$ cat src/rtl/cpu_isa_pkg.sv
// ISA constants, field positions and decode payload types shared by the
// fetch/decode front end.
package cpu_isa_pkg;

    localparam int unsigned PC_W    = 16;
    localparam int unsigned INSTR_W = 16;
    localparam int unsigned REG_W   = 3;
    localparam int unsigned OPC_W   = 3;
    localparam int unsigned IMM_W   = 16;
    localparam int unsigned SIMM_W  = 7;
    localparam int unsigned IMM10_W = 10;

    localparam int unsigned OPC_LSB = 13;
    localparam int unsigned RA_LSB  = 10;
    localparam int unsigned RB_LSB  = 7;
    localparam int unsigned RC_LSB  = 0;

    typedef enum logic [OPC_W-1:0] {
        ADD  = 3'd0,
        ADDI = 3'd1,
        NAND = 3'd2,
        LUI  = 3'd3,
        SW   = 3'd4,
        LW   = 3'd5,
        BEQ  = 3'd6,
        JALR = 3'd7
    } opc_e;

    typedef struct packed {
        opc_e             opc;
        logic [REG_W-1:0] ra;
        logic [REG_W-1:0] rb;
        logic [REG_W-1:0] rc;
        logic [IMM_W-1:0] imm;
        logic             use_ra;
        logic             use_rc;
    } fields_t;

    typedef struct packed {
        logic             valid;
        logic [PC_W-1:0]  pc;
        opc_e             opc;
        logic [REG_W-1:0] ra;
        logic [REG_W-1:0] rb;
        logic [REG_W-1:0] rc;
        logic [IMM_W-1:0] imm;
        logic             pred_taken;
    } dec_bundle_t;

    function automatic logic [IMM_W-1:0] sext_simm7(input logic [SIMM_W-1:0] s);
        return {{(IMM_W-SIMM_W){s[SIMM_W-1]}}, s};
    endfunction

endpackage

$ cat src/rtl/decode_stage_if.sv
// Fetch <-> decode handshake plus the registered bundle handed to execute.
interface decode_stage_if;
    import cpu_isa_pkg::*;

    logic [PC_W-1:0]    f_pc;
    logic               f_valid;
    logic [INSTR_W-1:0] instr;
    logic               ex_redirect;
    logic [PC_W-1:0]    ex_tgt;

    logic               stall;
    logic               flush;
    logic               branch;
    logic [PC_W-1:0]    branch_tgt;

    logic               d_valid;
    logic [PC_W-1:0]    d_pc;
    logic [OPC_W-1:0]   d_opc;
    logic [REG_W-1:0]   d_ra;
    logic [REG_W-1:0]   d_rb;
    logic [REG_W-1:0]   d_rc;
    logic [IMM_W-1:0]   d_imm;
    logic               d_pred_taken;

    modport master (
        output f_pc, f_valid, instr, ex_redirect, ex_tgt,
        input  stall, flush, branch, branch_tgt,
        input  d_valid, d_pc, d_opc, d_ra, d_rb, d_rc, d_imm, d_pred_taken
    );

    modport slave (
        input  f_pc, f_valid, instr, ex_redirect, ex_tgt,
        output stall, flush, branch, branch_tgt,
        output d_valid, d_pc, d_opc, d_ra, d_rb, d_rc, d_imm, d_pred_taken
    );

endinterface

$ cat src/rtl/instr_fields.sv
// Combinational split of an instruction word into fields, immediate and
// the register-read flags used by the hazard check.
module instr_fields
    import cpu_isa_pkg::*;
(
    input  logic [INSTR_W-1:0] i_word,
    output fields_t            o_fields
);

    opc_e w_opc;

    assign w_opc = opc_e'(i_word[OPC_LSB +: OPC_W]);

    always_comb begin
        o_fields        = '0;
        o_fields.opc    = w_opc;
        o_fields.ra     = i_word[RA_LSB +: REG_W];
        o_fields.rb     = i_word[RB_LSB +: REG_W];
        o_fields.rc     = i_word[RC_LSB +: REG_W];
        // lui carries a 10-bit upper immediate; everything else a signed 7-bit one
        o_fields.imm    = (w_opc == LUI)
                        ? {i_word[IMM10_W-1:0], {(IMM_W-IMM10_W){1'b0}}}
                        : sext_simm7(i_word[SIMM_W-1:0]);
        o_fields.use_rc = (w_opc == ADD) || (w_opc == NAND);
        o_fields.use_ra = (w_opc == SW)  || (w_opc == BEQ);
    end

endmodule

$ cat src/rtl/decode_stage.sv
// Decode stage: load-use interlock, static backward-taken beq prediction,
// execute redirect handling and the registered bundle for execute.
module decode_stage
    import cpu_isa_pkg::*;
(
    input  logic           clk,
    input  logic           rst_n,
    decode_stage_if.slave  bus
);

    logic               r_hold_valid;
    logic [INSTR_W-1:0] r_instr_hold;
    dec_bundle_t        r_d;

    logic               w_hold_valid_nxt;
    logic [INSTR_W-1:0] w_instr_hold_nxt;
    dec_bundle_t        w_d_nxt;
    logic [INSTR_W-1:0] w_cur;
    fields_t            w_f;
    logic               w_src_hit;
    logic               w_load_use;
    logic               w_pred;
    logic [PC_W-1:0]    w_pred_tgt;
    logic               w_stall;
    logic               w_flush;
    logic               w_branch;
    logic [PC_W-1:0]    w_branch_tgt;

    // the word captured during a stall replaces the (re-read) memory output once
    assign w_cur = r_hold_valid ? r_instr_hold : bus.instr;

    instr_fields u_fields (
        .i_word   (w_cur),
        .o_fields (w_f)
    );

    assign w_src_hit  = (w_f.rb == r_d.ra)
                      | (w_f.use_rc & (w_f.rc == r_d.ra))
                      | (w_f.use_ra & (w_f.ra == r_d.ra));
    assign w_load_use = r_d.valid & (r_d.opc == LW) & (r_d.ra != '0)
                      & bus.f_valid & w_src_hit;
    assign w_pred     = bus.f_valid & (w_f.opc == BEQ) & w_f.imm[IMM_W-1];
    assign w_pred_tgt = bus.f_pc + PC_W'(1) + PC_W'(w_f.imm);

    // priority: execute redirect, then load-use stall, then predicted beq
    always_comb begin
        w_stall          = 1'b0;
        w_flush          = 1'b0;
        w_branch         = 1'b0;
        w_branch_tgt     = '0;
        w_d_nxt          = r_d;
        w_hold_valid_nxt = 1'b0;
        w_instr_hold_nxt = r_instr_hold;

        if (bus.ex_redirect) begin
            w_branch      = 1'b1;
            w_flush       = 1'b1;
            w_branch_tgt  = bus.ex_tgt;
            w_d_nxt.valid = 1'b0;
        end else if (w_load_use) begin
            w_stall          = 1'b1;
            w_d_nxt.valid    = 1'b0;
            w_hold_valid_nxt = 1'b1;
            w_instr_hold_nxt = bus.instr;
        end else begin
            w_d_nxt.valid      = bus.f_valid;
            w_d_nxt.pc         = bus.f_pc;
            w_d_nxt.opc        = w_f.opc;
            w_d_nxt.ra         = w_f.ra;
            w_d_nxt.rb         = w_f.rb;
            w_d_nxt.rc         = w_f.rc;
            w_d_nxt.imm        = w_f.imm;
            w_d_nxt.pred_taken = w_pred;
            if (w_pred) begin
                w_branch     = 1'b1;
                w_flush      = 1'b1;
                w_branch_tgt = w_pred_tgt;
            end
        end
    end

    always_ff @(posedge clk or negedge rst_n) begin
        if (!rst_n) begin
            r_d          <= '0;
            r_hold_valid <= 1'b0;
            r_instr_hold <= '0;
        end else begin
            r_d          <= w_d_nxt;
            r_hold_valid <= w_hold_valid_nxt;
            r_instr_hold <= w_instr_hold_nxt;
        end
    end

    assign bus.stall        = w_stall;
    assign bus.flush        = w_flush;
    assign bus.branch       = w_branch;
    assign bus.branch_tgt   = w_branch_tgt;
    assign bus.d_valid      = r_d.valid;
    assign bus.d_pc         = r_d.pc;
    assign bus.d_opc        = r_d.opc;
    assign bus.d_ra         = r_d.ra;
    assign bus.d_rb         = r_d.rb;
    assign bus.d_rc         = r_d.rc;
    assign bus.d_imm        = r_d.imm;
    assign bus.d_pred_taken = r_d.pred_taken;

endmodule

$ cat src/flat_wrapper.sv
// flat-port wrapper written by rule: the top's interface ports become plain ports
module decode_stage_flat import cpu_isa_pkg::*;
  (clk, rst_n, bus_f_pc, bus_f_valid, bus_instr, bus_ex_redirect, bus_ex_tgt, bus_stall, bus_flush, bus_branch, bus_branch_tgt, bus_d_valid, bus_d_pc, bus_d_opc, bus_d_ra, bus_d_rb, bus_d_rc, bus_d_imm, bus_d_pred_taken);
  decode_stage_if bus_i ();
  input  logic clk;
  input  logic rst_n;
  input wire logic [$bits(bus_i.f_pc)-1:0] bus_f_pc;
  input wire logic [$bits(bus_i.f_valid)-1:0] bus_f_valid;
  input wire logic [$bits(bus_i.instr)-1:0] bus_instr;
  input wire logic [$bits(bus_i.ex_redirect)-1:0] bus_ex_redirect;
  input wire logic [$bits(bus_i.ex_tgt)-1:0] bus_ex_tgt;
  output wire logic [$bits(bus_i.stall)-1:0] bus_stall;
  output wire logic [$bits(bus_i.flush)-1:0] bus_flush;
  output wire logic [$bits(bus_i.branch)-1:0] bus_branch;
  output wire logic [$bits(bus_i.branch_tgt)-1:0] bus_branch_tgt;
  output wire logic [$bits(bus_i.d_valid)-1:0] bus_d_valid;
  output wire logic [$bits(bus_i.d_pc)-1:0] bus_d_pc;
  output wire logic [$bits(bus_i.d_opc)-1:0] bus_d_opc;
  output wire logic [$bits(bus_i.d_ra)-1:0] bus_d_ra;
  output wire logic [$bits(bus_i.d_rb)-1:0] bus_d_rb;
  output wire logic [$bits(bus_i.d_rc)-1:0] bus_d_rc;
  output wire logic [$bits(bus_i.d_imm)-1:0] bus_d_imm;
  output wire logic [$bits(bus_i.d_pred_taken)-1:0] bus_d_pred_taken;
  assign bus_i.f_pc = bus_f_pc;
  assign bus_i.f_valid = bus_f_valid;
  assign bus_i.instr = bus_instr;
  assign bus_i.ex_redirect = bus_ex_redirect;
  assign bus_i.ex_tgt = bus_ex_tgt;
  assign bus_stall = bus_i.stall;
  assign bus_flush = bus_i.flush;
  assign bus_branch = bus_i.branch;
  assign bus_branch_tgt = bus_i.branch_tgt;
  assign bus_d_valid = bus_i.d_valid;
  assign bus_d_pc = bus_i.d_pc;
  assign bus_d_opc = bus_i.d_opc;
  assign bus_d_ra = bus_i.d_ra;
  assign bus_d_rb = bus_i.d_rb;
  assign bus_d_rc = bus_i.d_rc;
  assign bus_d_imm = bus_i.d_imm;
  assign bus_d_pred_taken = bus_i.d_pred_taken;
  decode_stage u_core (.clk(clk), .rst_n(rst_n), .bus(bus_i));
endmodule
$ cat config.mk
export PLATFORM = sky130hd
export DESIGN_NAME = decode_stage_flat
export DESIGN_NICKNAME = d
export VERILOG_FILES = /design/src/rtl/cpu_isa_pkg.sv /design/src/rtl/decode_stage_if.sv /design/src/rtl/instr_fields.sv /design/src/rtl/decode_stage.sv /design/src/flat_wrapper.sv
export SDC_FILE = /design/constraint.sdc
export NUM_CORES = 1
export LEC_CHECK = 0
export ABC_CLOCK_PERIOD_IN_PS = 9800
export CAP_MARGIN = 20
export CORE_UTILIZATION = 40
export DETAILED_ROUTE_END_ITERATION = 6
export GPL_TIMING_DRIVEN = 0
export HOLD_SLACK_MARGIN = 0.12
export PLACE_DENSITY = 0.8
export SYNTH_ARGS = -nofsm -noshare
export SYNTH_HDL_FRONTEND = slang
export SYNTH_SLANG_ARGS = --single-unit
$ cat constraint.sdc
create_clock -name clk -period 9.8 [get_ports clk]
set_input_delay 1.96 -clock clk [delete_from_list [all_inputs] [get_ports clk]]
set_output_delay 1.96 -clock clk [all_outputs]
set_load 0.02 [all_outputs]
==> results_dict.tcl <==
set metrics [dict create \
    syn_inst 338 \
    cellLeakagePower_nw 2.22 \
    viasPerCell 5.51 \
    crit_fanout 10 \
    cts_tree "built" \
    clkLatencyLatePin_ps 350 \
    regToRegStartpoint "u_core.r_hold_valid" \
    synth-async-reset-ratio_pct 100 \
    num_antenna_cells 0 \
    cts_made_buffers 9 \
    port_buffers 115 \
    worst_slew_pin_slew_ps 800 \
    power_w 0.000741 \
    cts.repair.resized 0 \
    nFillCells 736 \
    grt_max_degree 64 \
    final.setup_skew_ps 15.0 \
    synth_xor_area_share_pct 4.90 \
    max_slew_margin_pct 46.7 \
    ys_warn_count 0 \
    maxCapViolations 0 \
    antenna_left 0 \
    min_period_over_period_pct 81.2 \
    cts_root_buf "clkbuf_8" \
    synth_compound_area_share_pct 15.7 \
    grt_util_all_layers_pct 21.0 \
    layout_common_cells "clkdlybuf4s50_1, dfrtp_1, mux2_2, o21ai_0, a21oi_1" \
    cp-endpoint "bus_branch_tgt[14]" \
    dieHeight_um 98.9 \
    cp-start-kind "input pin" \
    io_pins 117 \
    syn_nets 407 \
    totalWireLength_um 10000 \
    rsz0062_at_grt "no" \
    max_freq_mhz 126 \
    h-tree-depth 3 \
    cts_sinks 63 \
    yosysSeqAreaShare_pct 42.0 \
    setup_viol 0 \
    endpoint_kind "output port" \
    required_ps 7840 \
    multi_input_area_um2 2040 \
    final_area_um2 5240 \
    vias 3180 \
    grt_pass1_wl_um 15900 \
    seqCellArea_um2 1580 \
    core_um2 8890 \
    hold_buffers 0 \
    slew_violations 0 \
    fin_ws_ps 1850 \
    synthSimpleGateAreaFrac_pct 7.79 \
    synth_edf_count 0 \
    status "finished, final reports clean" \
    firstDrtPassIters 4 \
    path_clk_slew_ps 70 \
    hold_violations 0 \
    drt_iter0_drc 161 \
    min_period_ps 7950 \
    die_area_um2 9780 \
    antenna_found_initial 0 \
    start_util_pct 42.2 \
    tns_ps 0 \
    crit_type "input pin to output port" \
    final_layout_size_suffix_gt1_share_pct 17.5 \
    grt_pass1_vias 3154 \
    row_count 34 \
    synthFlopType "dfrtp_1" \
    synth_top_family_by_area "multiplexers" \
    crit_start "bus_instr[14]" \
    fp.dieW_um 98.9 \
    mappedNetlistArea_um2 3760 \
    grt-ovfl-total 0 \
    fin_util_pct 58.9 \
    post_cts_buffers 0 \
    hpwl_um 7710 \
    synth_fa_ha_area_share_pct 5.86 \
    synth.area.mux_share_pct 20.0 \
    route.detailed.drc 0 \
    synth-seq-cells 63 \
    hp-class "flip-flop to flip-flop" \
    post_drt_wl_per_cell_um 17.4 \
    r2r_cells 9 \
    globalplace.congestion 0.953 \
    post_dp_cell_area_um2 5040 \
    clk_path_buf_depth 2 \
    crit_arrival_ps 5990 \
    area_delta_synth_final_pct 39.4 \
    synth_area_per_cell_um2 11.1 \
    layout_commonest_cell "clkdlybuf4s50_1" \
    vdd_drop_max_mv 0.0833 \
    r2r_slack_ps 7060 \
    nNetsFinal 533 \
    r2r_end "u_core.bus.d_pc[13]" \
    ys_types 47 \
    pre_cts_ws_ps 1900 \
    power.density_nw_per_um2 142 \
]
[critical path, cell delays in order]
cell and delay (ps):
clkdlybuf4s50_1 500, mux2_2 180, a21boi_1 470, buf_2 310, nor2_1 130, fa_1 470, a21o_1 210, a221o_1 340
o21ai_0 290, o21ai_0 150, xor2_1 210, a22o_1 160, clkdlybuf4s50_1 600
[registers in the layout, summed over array words and instances (netlist names)]
| name | flops |
|---|---|
| u_core.bus.d_valid | 1 |
| u_core.bus.d_pc | 16 |
| u_core.bus.d_ra | 3 |
| u_core.bus.d_rc | 3 |
| u_core.bus.d_pred_taken | 1 |
| u_core.bus.d_imm | 16 |
| u_core.bus.d_rb | 3 |
| u_core.r_hold_valid | 1 |
| u_core.bus.d_opc | 3 |
| u_core.r_instr_hold | 16 |
[logic make-up (layout without fill, tap and decap cells)]
group	Yosys count	count (layout)
AOI/OAI and AO/OA	91	91
adders and majority gates	17	17
xor gates and xnor gates	21	21
muxes	64	64
and+or+nand+nor	56	56
DFF	63	63
buffers and inverters	26	157
[worst min path at each step]
stage / from / to / slack [ps] / cells after the start
3_5_place_dp: u_core.bus.d_imm[14] / u_core.bus.d_imm[14] / 490 / 1
6_report: u_core.bus.d_imm[14] / u_core.bus.d_imm[14] / 500 / 1
2_1_floorplan: u_core.r_instr_hold[14] / u_core.r_instr_hold[14] / 470 / 1
4_1_cts: u_core.bus.d_imm[14] / u_core.bus.d_imm[14] / 510 / 1
3_3_place_gp: u_core.bus.d_imm[14] / u_core.bus.d_imm[14] / 470 / 1
5_1_grt: u_core.bus.d_imm[14] / u_core.bus.d_imm[14] / 530 / 1
[cells in the mapped netlist, types with 2 or more instances]
| cell | count | share of area [%] |
|---|---|---|
| a211oi_1 | 3 | 0.60 |
| a21o_1 | 2 | 0.40 |
| a21oi_1 | 24 | 3.2 |
| a22o_1 | 13 | 3.0 |
| a31oi_1 | 2 | 0.33 |
| a32o_1 | 2 | 0.53 |
| buf_2 | 4 | 0.53 |
| buf_4 | 3 | 0.60 |
| buf_6 | 4 | 1.2 |
| clkbuf_1 | 7 | 0.70 |
| dfrtp_1 | 63 | 42 |
| ha_1 | 16 | 5.3 |
| inv_1 | 8 | 0.80 |
| mux2_1 | 2 | 0.60 |
| mux2_2 | 39 | 12 |
| mux2_4 | 9 | 3.6 |
| mux2i_1 | 13 | 3.5 |
| nand2_1 | 12 | 1.2 |
| nand2b_1 | 7 | 1.2 |
| nand3_1 | 3 | 0.40 |
| nor2_1 | 15 | 1.5 |
| nor2b_1 | 5 | 0.83 |
| nor3_1 | 2 | 0.27 |
| nor4_1 | 2 | 0.33 |
| o21ai_0 | 25 | 3.3 |
| o311a_1 | 2 | 0.53 |
| o31ai_1 | 10 | 2.0 |
| or2_2 | 3 | 0.50 |
| xnor2_1 | 15 | 3.5 |
| xor2_1 | 6 | 1.4 |
[power by group]
part	leakage (nW)	internal, W	switching (W)
clock	0.0992	0.000118	0.000111
combinational	1.33	0.000109	0.000108
sequential	0.784	0.000281	0.0000140
[metrics by stage]
stage / hold slack [ps] / std cells
6_report: 499 / 577
5_1_grt: 526 / 577
4_1_cts: 507 / 577
3_5_place_dp: 488 / 561
3_3_place_gp: 472 / 561
2_1_floorplan: 474 / 338
[layout make-up]
cell class,instances,area share [%]
Multi-Input combinational cell,249,38.9
Sequential cell,63,30.1
Timing Repair Buffer,115,21.9
Tap cell,108,2.58
Clock buffer,9,2.37
Buffer,18,2.17
Clock inverter,7,1.41
Inverter,8,0.573
[per-layer routing]
layer | track usage, % | wire length, µm | part of all wire (%)
met5 | 0 | 0 | 0
met4 | 6.08 | 181 | 1.8
met3 | 7.30 | 754 | 7.5
met2 | 33.7 | 4770 | 48
met1 | 26.9 | 4330 | 43
Note: power is estimated with default switching activity, not from simulation.
